==> src/rtl/adder_rr_pkg.sv <==
// Shared constants, types and the round-robin pick helper for adder_rr_sched.
package adder_rr_pkg;

    localparam int unsigned DEF_WIDTH = 8;
    localparam int unsigned DEF_NREQ  = 4;
    localparam int unsigned DEF_IDW   = 2;
    localparam int unsigned MAX_NREQ  = 8;
    localparam int unsigned MAX_IDW   = 3;

    // Result register contents for the default configuration.
    typedef struct packed {
        logic [DEF_WIDTH-1:0] sum;
        logic                 cout;
        logic [DEF_IDW-1:0]   id;
    } res_t;

    // Outcome of a round-robin search.
    typedef struct packed {
        logic               found;
        logic [MAX_IDW-1:0] idx;
    } pick_t;

    // First set bit of valid at or after ptr, wrapping modulo nreq.
    function automatic pick_t rr_pick(input logic [MAX_NREQ-1:0] valid,
                                      input logic [MAX_IDW-1:0]  ptr,
                                      input int unsigned         nreq);
        pick_t       p;
        int unsigned j;
        p = '0;
        for (int unsigned k = 0; k < MAX_NREQ; k++) begin
            j = 32'(ptr) + k;
            if (j >= nreq) begin
                j = j - nreq;
            end
            if ((k < nreq) && !p.found && valid[MAX_IDW'(j)]) begin
                p.found = 1'b1;
                p.idx   = MAX_IDW'(j);
            end
        end
        return p;
    endfunction

endpackage

==> src/rtl/adder_rr_sched_ripple_add_w.sv <==
// Combinational WIDTH-bit ripple-carry adder, carry-in tied low.
module ripple_add_w #(
    parameter int unsigned WIDTH = 8
) (
    input  logic [WIDTH-1:0] a_i,
    input  logic [WIDTH-1:0] b_i,
    output logic [WIDTH-1:0] sum_o,
    output logic             cout_o
);

    logic [WIDTH:0] carry;

    assign carry[0] = 1'b0;

    // One full-adder cell per bit, chained through carry.
    for (genvar i = 0; i < int'(WIDTH); i++) begin : g_fa
        assign sum_o[i]    = a_i[i] ^ b_i[i] ^ carry[i];
        assign carry[i+1]  = (a_i[i] & b_i[i]) | (carry[i] & (a_i[i] ^ b_i[i]));
    end

    assign cout_o = carry[WIDTH];

endmodule

==> src/rtl/adder_rr_sched.sv <==
// Round-robin scheduler sharing one ripple adder among NREQ requesters.
// Optional: define ADDER_RR_SAT_EN to saturate res_sum to all-ones on carry-out.
module adder_rr_sched
    import adder_rr_pkg::*;
#(
    parameter int unsigned WIDTH = DEF_WIDTH,
    parameter int unsigned NREQ  = DEF_NREQ,
    parameter int unsigned IDW   = DEF_IDW
) (
    input  logic                  clk,
    input  logic                  reset,
    input  logic [NREQ-1:0]       req_valid,
    output logic [NREQ-1:0]       req_ready,
    input  logic [NREQ*WIDTH-1:0] req_a,
    input  logic [NREQ*WIDTH-1:0] req_b,
    output logic                  res_valid,
    input  logic                  res_ready,
    output logic [WIDTH-1:0]      res_sum,
    output logic                  res_cout,
    output logic [IDW-1:0]        res_id,
    output logic [7:0]            busy_cnt
);

    logic [IDW-1:0]   ptr_q,       ptr_d;
    logic             res_valid_q, res_valid_d;
    logic [WIDTH-1:0] res_sum_q,   res_sum_d;
    logic             res_cout_q,  res_cout_d;
    logic [IDW-1:0]   res_id_q,    res_id_d;
    logic [7:0]       busy_cnt_q,  busy_cnt_d;

    logic             free_c;
    logic             grant_c;
    pick_t            pick_c;
    logic [WIDTH-1:0] a_sel_c, b_sel_c;
    logic [WIDTH-1:0] add_sum_c;
    logic             add_cout_c;

    // Grant search and operand selection; grant depends only on valid, ptr and slot state.
    always_comb begin
        free_c    = !res_valid_q || res_ready;
        pick_c    = rr_pick(MAX_NREQ'(req_valid), MAX_IDW'(ptr_q), NREQ);
        grant_c   = free_c && pick_c.found && !reset;
        req_ready = '0;
        a_sel_c   = '0;
        b_sel_c   = '0;
        for (int unsigned i = 0; i < NREQ; i++) begin
            req_ready[i] = grant_c && (pick_c.idx == MAX_IDW'(i));
            if (pick_c.idx == MAX_IDW'(i)) begin
                a_sel_c = req_a[i*WIDTH +: WIDTH];
                b_sel_c = req_b[i*WIDTH +: WIDTH];
            end
        end
    end

    ripple_add_w #(.WIDTH(WIDTH)) u_add (
        .a_i    (a_sel_c),
        .b_i    (b_sel_c),
        .sum_o  (add_sum_c),
        .cout_o (add_cout_c)
    );

    // Next state for the pointer, output register and transfer counter.
    always_comb begin
        ptr_d       = ptr_q;
        res_valid_d = res_valid_q;
        res_sum_d   = res_sum_q;
        res_cout_d  = res_cout_q;
        res_id_d    = res_id_q;
        busy_cnt_d  = busy_cnt_q;
        if (res_valid_q && res_ready) begin
            res_valid_d = 1'b0;
            busy_cnt_d  = busy_cnt_q + 8'd1;
        end
        if (grant_c) begin
            res_valid_d = 1'b1;
`ifdef ADDER_RR_SAT_EN
            res_sum_d   = add_cout_c ? '1 : add_sum_c;
`else
            res_sum_d   = add_sum_c;
`endif
            res_cout_d  = add_cout_c;
            res_id_d    = IDW'(pick_c.idx);
            if (32'(pick_c.idx) + 32'd1 >= NREQ) begin
                ptr_d = '0;
            end else begin
                ptr_d = IDW'(pick_c.idx + MAX_IDW'(1));
            end
        end
    end

    // State registers with synchronous reset.
    always_ff @(posedge clk) begin
        if (reset) begin
            ptr_q       <= '0;
            res_valid_q <= 1'b0;
            res_sum_q   <= '0;
            res_cout_q  <= 1'b0;
            res_id_q    <= '0;
            busy_cnt_q  <= '0;
        end else begin
            ptr_q       <= ptr_d;
            res_valid_q <= res_valid_d;
            res_sum_q   <= res_sum_d;
            res_cout_q  <= res_cout_d;
            res_id_q    <= res_id_d;
            busy_cnt_q  <= busy_cnt_d;
        end
    end

    assign res_valid = res_valid_q;
    assign res_sum   = res_sum_q;
    assign res_cout  = res_cout_q;
    assign res_id    = res_id_q;
    assign busy_cnt  = busy_cnt_q;

endmodule

==> config.mk <==
export PLATFORM = sky130hd
export DESIGN_NAME = adder_rr_sched
export DESIGN_NICKNAME = d
export VERILOG_FILES = /design/src/rtl/adder_rr_pkg.sv /design/src/rtl/adder_rr_sched_ripple_add_w.sv /design/src/rtl/adder_rr_sched.sv
export SDC_FILE = /design/constraint.sdc
export NUM_CORES = 1
export LEC_CHECK = 0
export BUFFER_PORTS_ARGS = -buffer_cell sky130_fd_sc_hd__buf_4
export CAP_MARGIN = 30
export CORE_ASPECT_RATIO = 0.6
export CORE_UTILIZATION = 49
export CTS_BUF_LIST = sky130_fd_sc_hd__clkbuf_8
export CTS_CLUSTER_DIAMETER = 80
export CTS_CLUSTER_SIZE = 12
export DETAILED_ROUTE_END_ITERATION = 6
export MAX_ROUTING_LAYER = met4
export PLACE_DENSITY = 0.8
export SLEW_MARGIN = 25
export SYNTH_ARGS = -nofsm -noshare
export SYNTH_HDL_FRONTEND = slang
export SYNTH_SLANG_ARGS = --single-unit
==> constraint.sdc <==
create_clock -name clk -period 6.31 [get_ports clk]
set_input_delay 0.3155 -clock clk [delete_from_list [all_inputs] [get_ports clk]]
set_output_delay 0.3155 -clock clk [all_outputs]
set_load 0.05 [all_outputs]
# After elaboration in Yosys (flattened, before gate mapping)
# Index checks and enable logic that the tools add are counted.
# word_totals
output_inout_bits,24
wordCells,110
in_bits,71
register_bits,22
# op_classes
add_sub_neg,10
n_bitwise,37
eq_ne,3
muxes,27
magnitude_cmp,9
reduce_logical,18
# ops
operator,n
two-way mux 8 bit,8
"less-than comparator 3 x 4 -> 1 bit, second input constant",4
two-way mux 4 bit,4
bitwise AND 1 bit,15
XOR 1 bit,15
binary-select mux 1 bit (select 3 bit),4
two-way mux 3 bit,4
logical AND 1 bit,10
"greater-or-equal comparator 3 bit, second input constant",3
"subtractor 3 bit, second input constant",3
"adder 8 x 1 -> 8 bit, second input constant",1
OR 1 bit,7
"adder 2 x 2 -> 3 bit, second input constant",2
"== test 3 x 2 -> 1 bit, second input constant",2
two-way mux 1 bit,6
zero test 1 bit,5
"adder 3 x 1 -> 4 bit, second input constant",1
"greater-or-equal comparator 4 x 3 -> 1 bit, second input constant",1
"adder 2 x 1 -> 3 bit, second input constant",1
"== test 3 x 1 -> 1 bit, second input constant",1
"greater-or-equal comparator 2 x 3 -> 1 bit, second input constant",1
zero test 3 bit,1
"subtractor 2 x 3 -> 3 bit, second input constant",1
"adder 2 x 1 -> 2 bit, second input constant",1
other kinds (3),3

# Longest topological paths before layout
# depth
word_depth,34
ltp_mapped,26
ltp_nobuf,24

# Cells and area by module
# A second synthesis with hierarchy kept.
# hier_totals
cells_unflattened,255
area_unflattened_um2,2120.8
# modules_own_cells
module,area_per_inst_um2,n_inst,cells_per_inst,seq_area_each_um2
adder_rr_sched,1930.6,1,237,440.4
ripple_add_w,190.2,1,18,0.0

# Least setup slack after synthesis
# OpenSTA, ideal clock, no wires.
# synth_timing
path_kind,register -> register
start,register ptr_q[0]
end,"register res_sum_q[7], in the netlist res_sum[7]"
n_path_buf,2
stages_incl_launch_ff,27
arrival_time_ns,5.574
setup_time_ns,0.114
path_slack_ns,0.622
required_ns,6.196
synth_period_minus_slack_ns,5.688
path_cell_list,dfxtp_1 > buf_2 > inv_1 > ha_1 > a21boi_0 > a22o_1 > a2111oi_0 > a311oi_2 > inv_1 > ha_1 > clkbuf_1 > nand2_1 > a21oi_1 > a21oi_1 > o31ai_1 > ha_1 > fa_1 > fa_1 > fa_1 > inv_1 > fa_1 > fa_1 > fa_1 > inv_1 > fa_1 > nand2_1 > nand2_1
# synth_rtl
item,line,source
start: declaration,adder_rr_sched.sv:24,"logic [IDW-1:0] ptr_q, ptr_d;"
start signal: assignment,adder_rr_sched.sv:101,ptr_q <= ptr_d;
end signal: assignment,adder_rr_sched.sv:103,res_sum_q <= res_sum_d;
end: declaration,adder_rr_sched.sv:26,"logic [WIDTH-1:0] res_sum_q, res_sum_d;"

==> results.json <==
{
  "status": "complete, no violations",
  "routabilityCongestion": 0.9354,
  "final-setup-viol-count": 0,
  "final_max_slew_viol_count": 0,
  "rows": 17,
  "synthArstFlopShare": 0,
  "yosysTopAreaCellShare": 0.2124,
  "synth_edf_count": 0,
  "cts.sinks": 22,
  "highest_layer": "met4",
  "syn_area_per_cell_um2": 8.036,
  "worst_path_largest_cell_delay_ps": 460,
  "core_area_mm2": 0.003850,
  "wl_per_cell_um": 14.48,
  "chipHeight_um": 52.39,
  "final.setup_skew_ps": 2.070,
  "syn_nets": 348,
  "maxCapViolations": 0,
  "max-slew-margin-rel": 0.5694,
  "root_buffer": "clkbuf_8",
  "die_width_um": 85.98,
  "clk_latency_ps": 260,
  "first_global_vias": 2010,
  "synth_top_cell_by_area": "dfxtp_1",
  "synth_ff_type": "dfxtp_1",
  "grt_usage": 0.2829,
  "cp.arrival_ps": 6080,
  "ioPinCount": 95,
  "hold_slack_ps": 353.9,
  "hold_path.class": "in -> reg",
  "vias": 2222,
  "start_kind": "register",
  "syn_inst": 258,
  "areaGrowthSynthToFinish_pct": 38.87,
  "portBuffers": 94,
  "path_common_cell": "fa_1",
  "power.leakage_nw": 1.294,
  "layout-drive-gt1-share": 0.3382,
  "drcViolationCount": 0,
  "crit_path_end_kind": "register",
  "grt_pass1_wl_um": 9549,
  "cp_slowest_cell": "dfxtp_2",
  "final.period_utilization": 0.9381,
  "ys_ff_latch": 22,
  "cp_cell_sequence": "inv_1 -> ha_1 -> mux4_2 -> nor2_4 -> nor3_1 -> a311oi_2 -> inv_1 -> ha_1 -> nand3b_1 -> a21oi_1 -> a21oi_1 -> o31ai_1 -> ha_1 -> fa_1 -> fa_1 -> fa_1 -> inv_1 -> fa_1 -> fa_1 -> fa_1 -> inv_1 -> fa_1 -> nand2_1 -> nand2_1",
  "detail-route-antenna-nets": 0,
  "grt_start_max_net_pins": 24,
  "drt_iter0_markers": 113,
  "ys_warn_count": 0,
  "worst_pin_slew_ps": 645.8,
  "max_freq_ghz": 0.1689,
  "worst-path-buf-inv": 4,
  "crit_required_ps": 6480,
  "via_per_inst": 5.514,
  "synth_common_cells": "nand2_1 (34), a21oi_1 (32), dfxtp_1 (22)",
  "cts_buffers": 3,
  "fillers": 309,
  "wl_met3_um": 351,
  "cts-htree-levels": 1,
  "vdd_drop_max_mv": 0.3338,
  "critPathMaxFanout": 12,
  "register_area_um2": 442.9,
  "tns_ps": 0,
  "drt-met1-wl_um": 2864,
  "p_per_area_mw_per_mm2": 528.8,
  "setup_slack_ps": 390.4,
  "multi_input_area_mm2": 0.001480,
  "cts_buffer_depth": 2,
  "netlist_area_mm2": 0.002073,
  "drt-total-wl_um": 5836,
  "grt_antenna_before_repair": 0,
  "dr.pass1.iters": 4,
  "dr_wl_met2_um": 2574,
  "layout.nets": 437,
  "synth_most_common_cell": "nand2_1",
  "rsz0062_at_grt": "no",
  "dpl.hpwl_um": 4570,
  "dieArea_mm2": 0.004504,
  "clk_pin_slew_ps": 80,
  "min_period_ps": 5920,
  "ys_seq_area_frac": 0.2124,
  "place_ws_ps": 201.2,
  "timing_hold_violations_final": 0,
  "critPathKind": "reg -> reg",
  "cts_tree": "done",
  "grt_overflow": 0,
  "start_util": 0.5385,
  "ys_top_cells_by_area": "dfxtp_1 (21%), a21oi_1 (7.7%), ha_1 (7.2%), fa_1 (6.8%), nand3b_1 (6.5%)",
  "cp_top_family": "adder cells",
  "diodes": 0,
  "synth_cell_types": 47
}
==> worst register-to-register path, cell delays in order, from the launching register on <==
cell      delay, ps
dfxtp_2         460
inv_1           120
ha_1            440
mux4_2          420
nor2_4          190
nor3_1           80
a311oi_2        370
inv_1           110
ha_1            320
nand3b_1        200
a21oi_1         200
a21oi_1          80
o31ai_1         270
ha_1            230
fa_1            180
fa_1            180
fa_1            180
inv_1            60
fa_1            370
fa_1            390
fa_1            370
inv_1            70
fa_1            400
nand2_1          60
nand2_1          50
==> sequential cells by signal, summed over array words and instances (netlist names) <==
signal / cells
res_valid: 1
res_id: 2
res_sum: 8
ptr_q: 2
res_cout: 1
busy_cnt: 8
==> metal layers <==
metal	track usage	vias to the layer above
li1	-	1108
met5	-	-
met4	0.04167	0
met3	0.04724	7
met1	0.3938	1021
met2	0.4444	86
==> worst paths after layout <==
path | startpoint | to | slack (ps) | cells past startpoint
hold / removal | res_ready | busy_cnt[1]$_SDFFE_PP0P_ | 350 | 3
hold reg to reg | res_cout$_SDFFE_PP0P_ | res_cout$_SDFFE_PP0P_ | 480 | 2
setup / recovery | ptr_q[1]$_SDFFE_PP0P_ | res_sum[7]$_SDFFE_PP0P_ | 390 | 24
setup reg to reg | ptr_q[1]$_SDFFE_PP0P_ | res_sum[7]$_SDFFE_PP0P_ | 390 | 24
==> what timing repair did <==
action | 4_1_cts | 5_1_grt
resized for setup | 0 | 4
setup endpoints to repair | 0 | 2
hold buffers | 0 | 0
setup buffers | 0 | 2
==> report_power, final <==
part | internal, W | switching (W) | total, W
combinational | 0.000489 | 0.000726 | 0.00121
sequential | 0.000177 | 0.0000279 | 0.000205
clock | 0.0000557 | 0.0000467 | 0.000102
==> layout make-up <==
type	instances	share of cell area
clock buffers	4	0.01912
inverters	19	0.02477
multi-input cells	200	0.5141
flip-flops and latches	22	0.1538
well taps	57	0.02477
repair buffers	101	0.2634
==> layout by cell type (no fill, tap or decap), drive strengths merged, types with 3 or more instances in the layout <==
cell	n
inv	19
clkbuf	4
o21ai	4
nor2	17
a2111oi	8
xor2	4
dfxtp	22
a221oi	7
fa	7
and2	5
xnor2	3
mux4	3
nand2	34
nand3	5
ha	12
nand3b	18
a211oi	4
a21oi	34
buf	101
o31ai	10
==> per-stage QoR <==
stage          utilization  std cells  power, W  instance area [um2]
3_5_place_dp        0.7273        397  0.001397                 2800
2_1_floorplan            -        258  0.001119                 2073
5_1_grt             0.7478        403  0.001690                 2879
6_report            0.7478        403  0.001522                 2879
4_1_cts             0.7416        401  0.001506                 2855
3_3_place_gp        0.7273        397  0.001371                 2800
==> cells by family (layout without fill, tap and decap cells) <==
logic type | Yosys count | after routing | synth area share
simple gates | 89 | 89 | 0.2209
compound gates | 79 | 79 | 0.2686
buf+inv | 36 | 124 | 0.07665
flops | 22 | 22 | 0.2124
fa+ha+maj | 19 | 19 | 0.1400
xor+xnor | 7 | 7 | 0.02957
mux | 6 | 6 | 0.05190
Power figures use the tool's default switching activity.
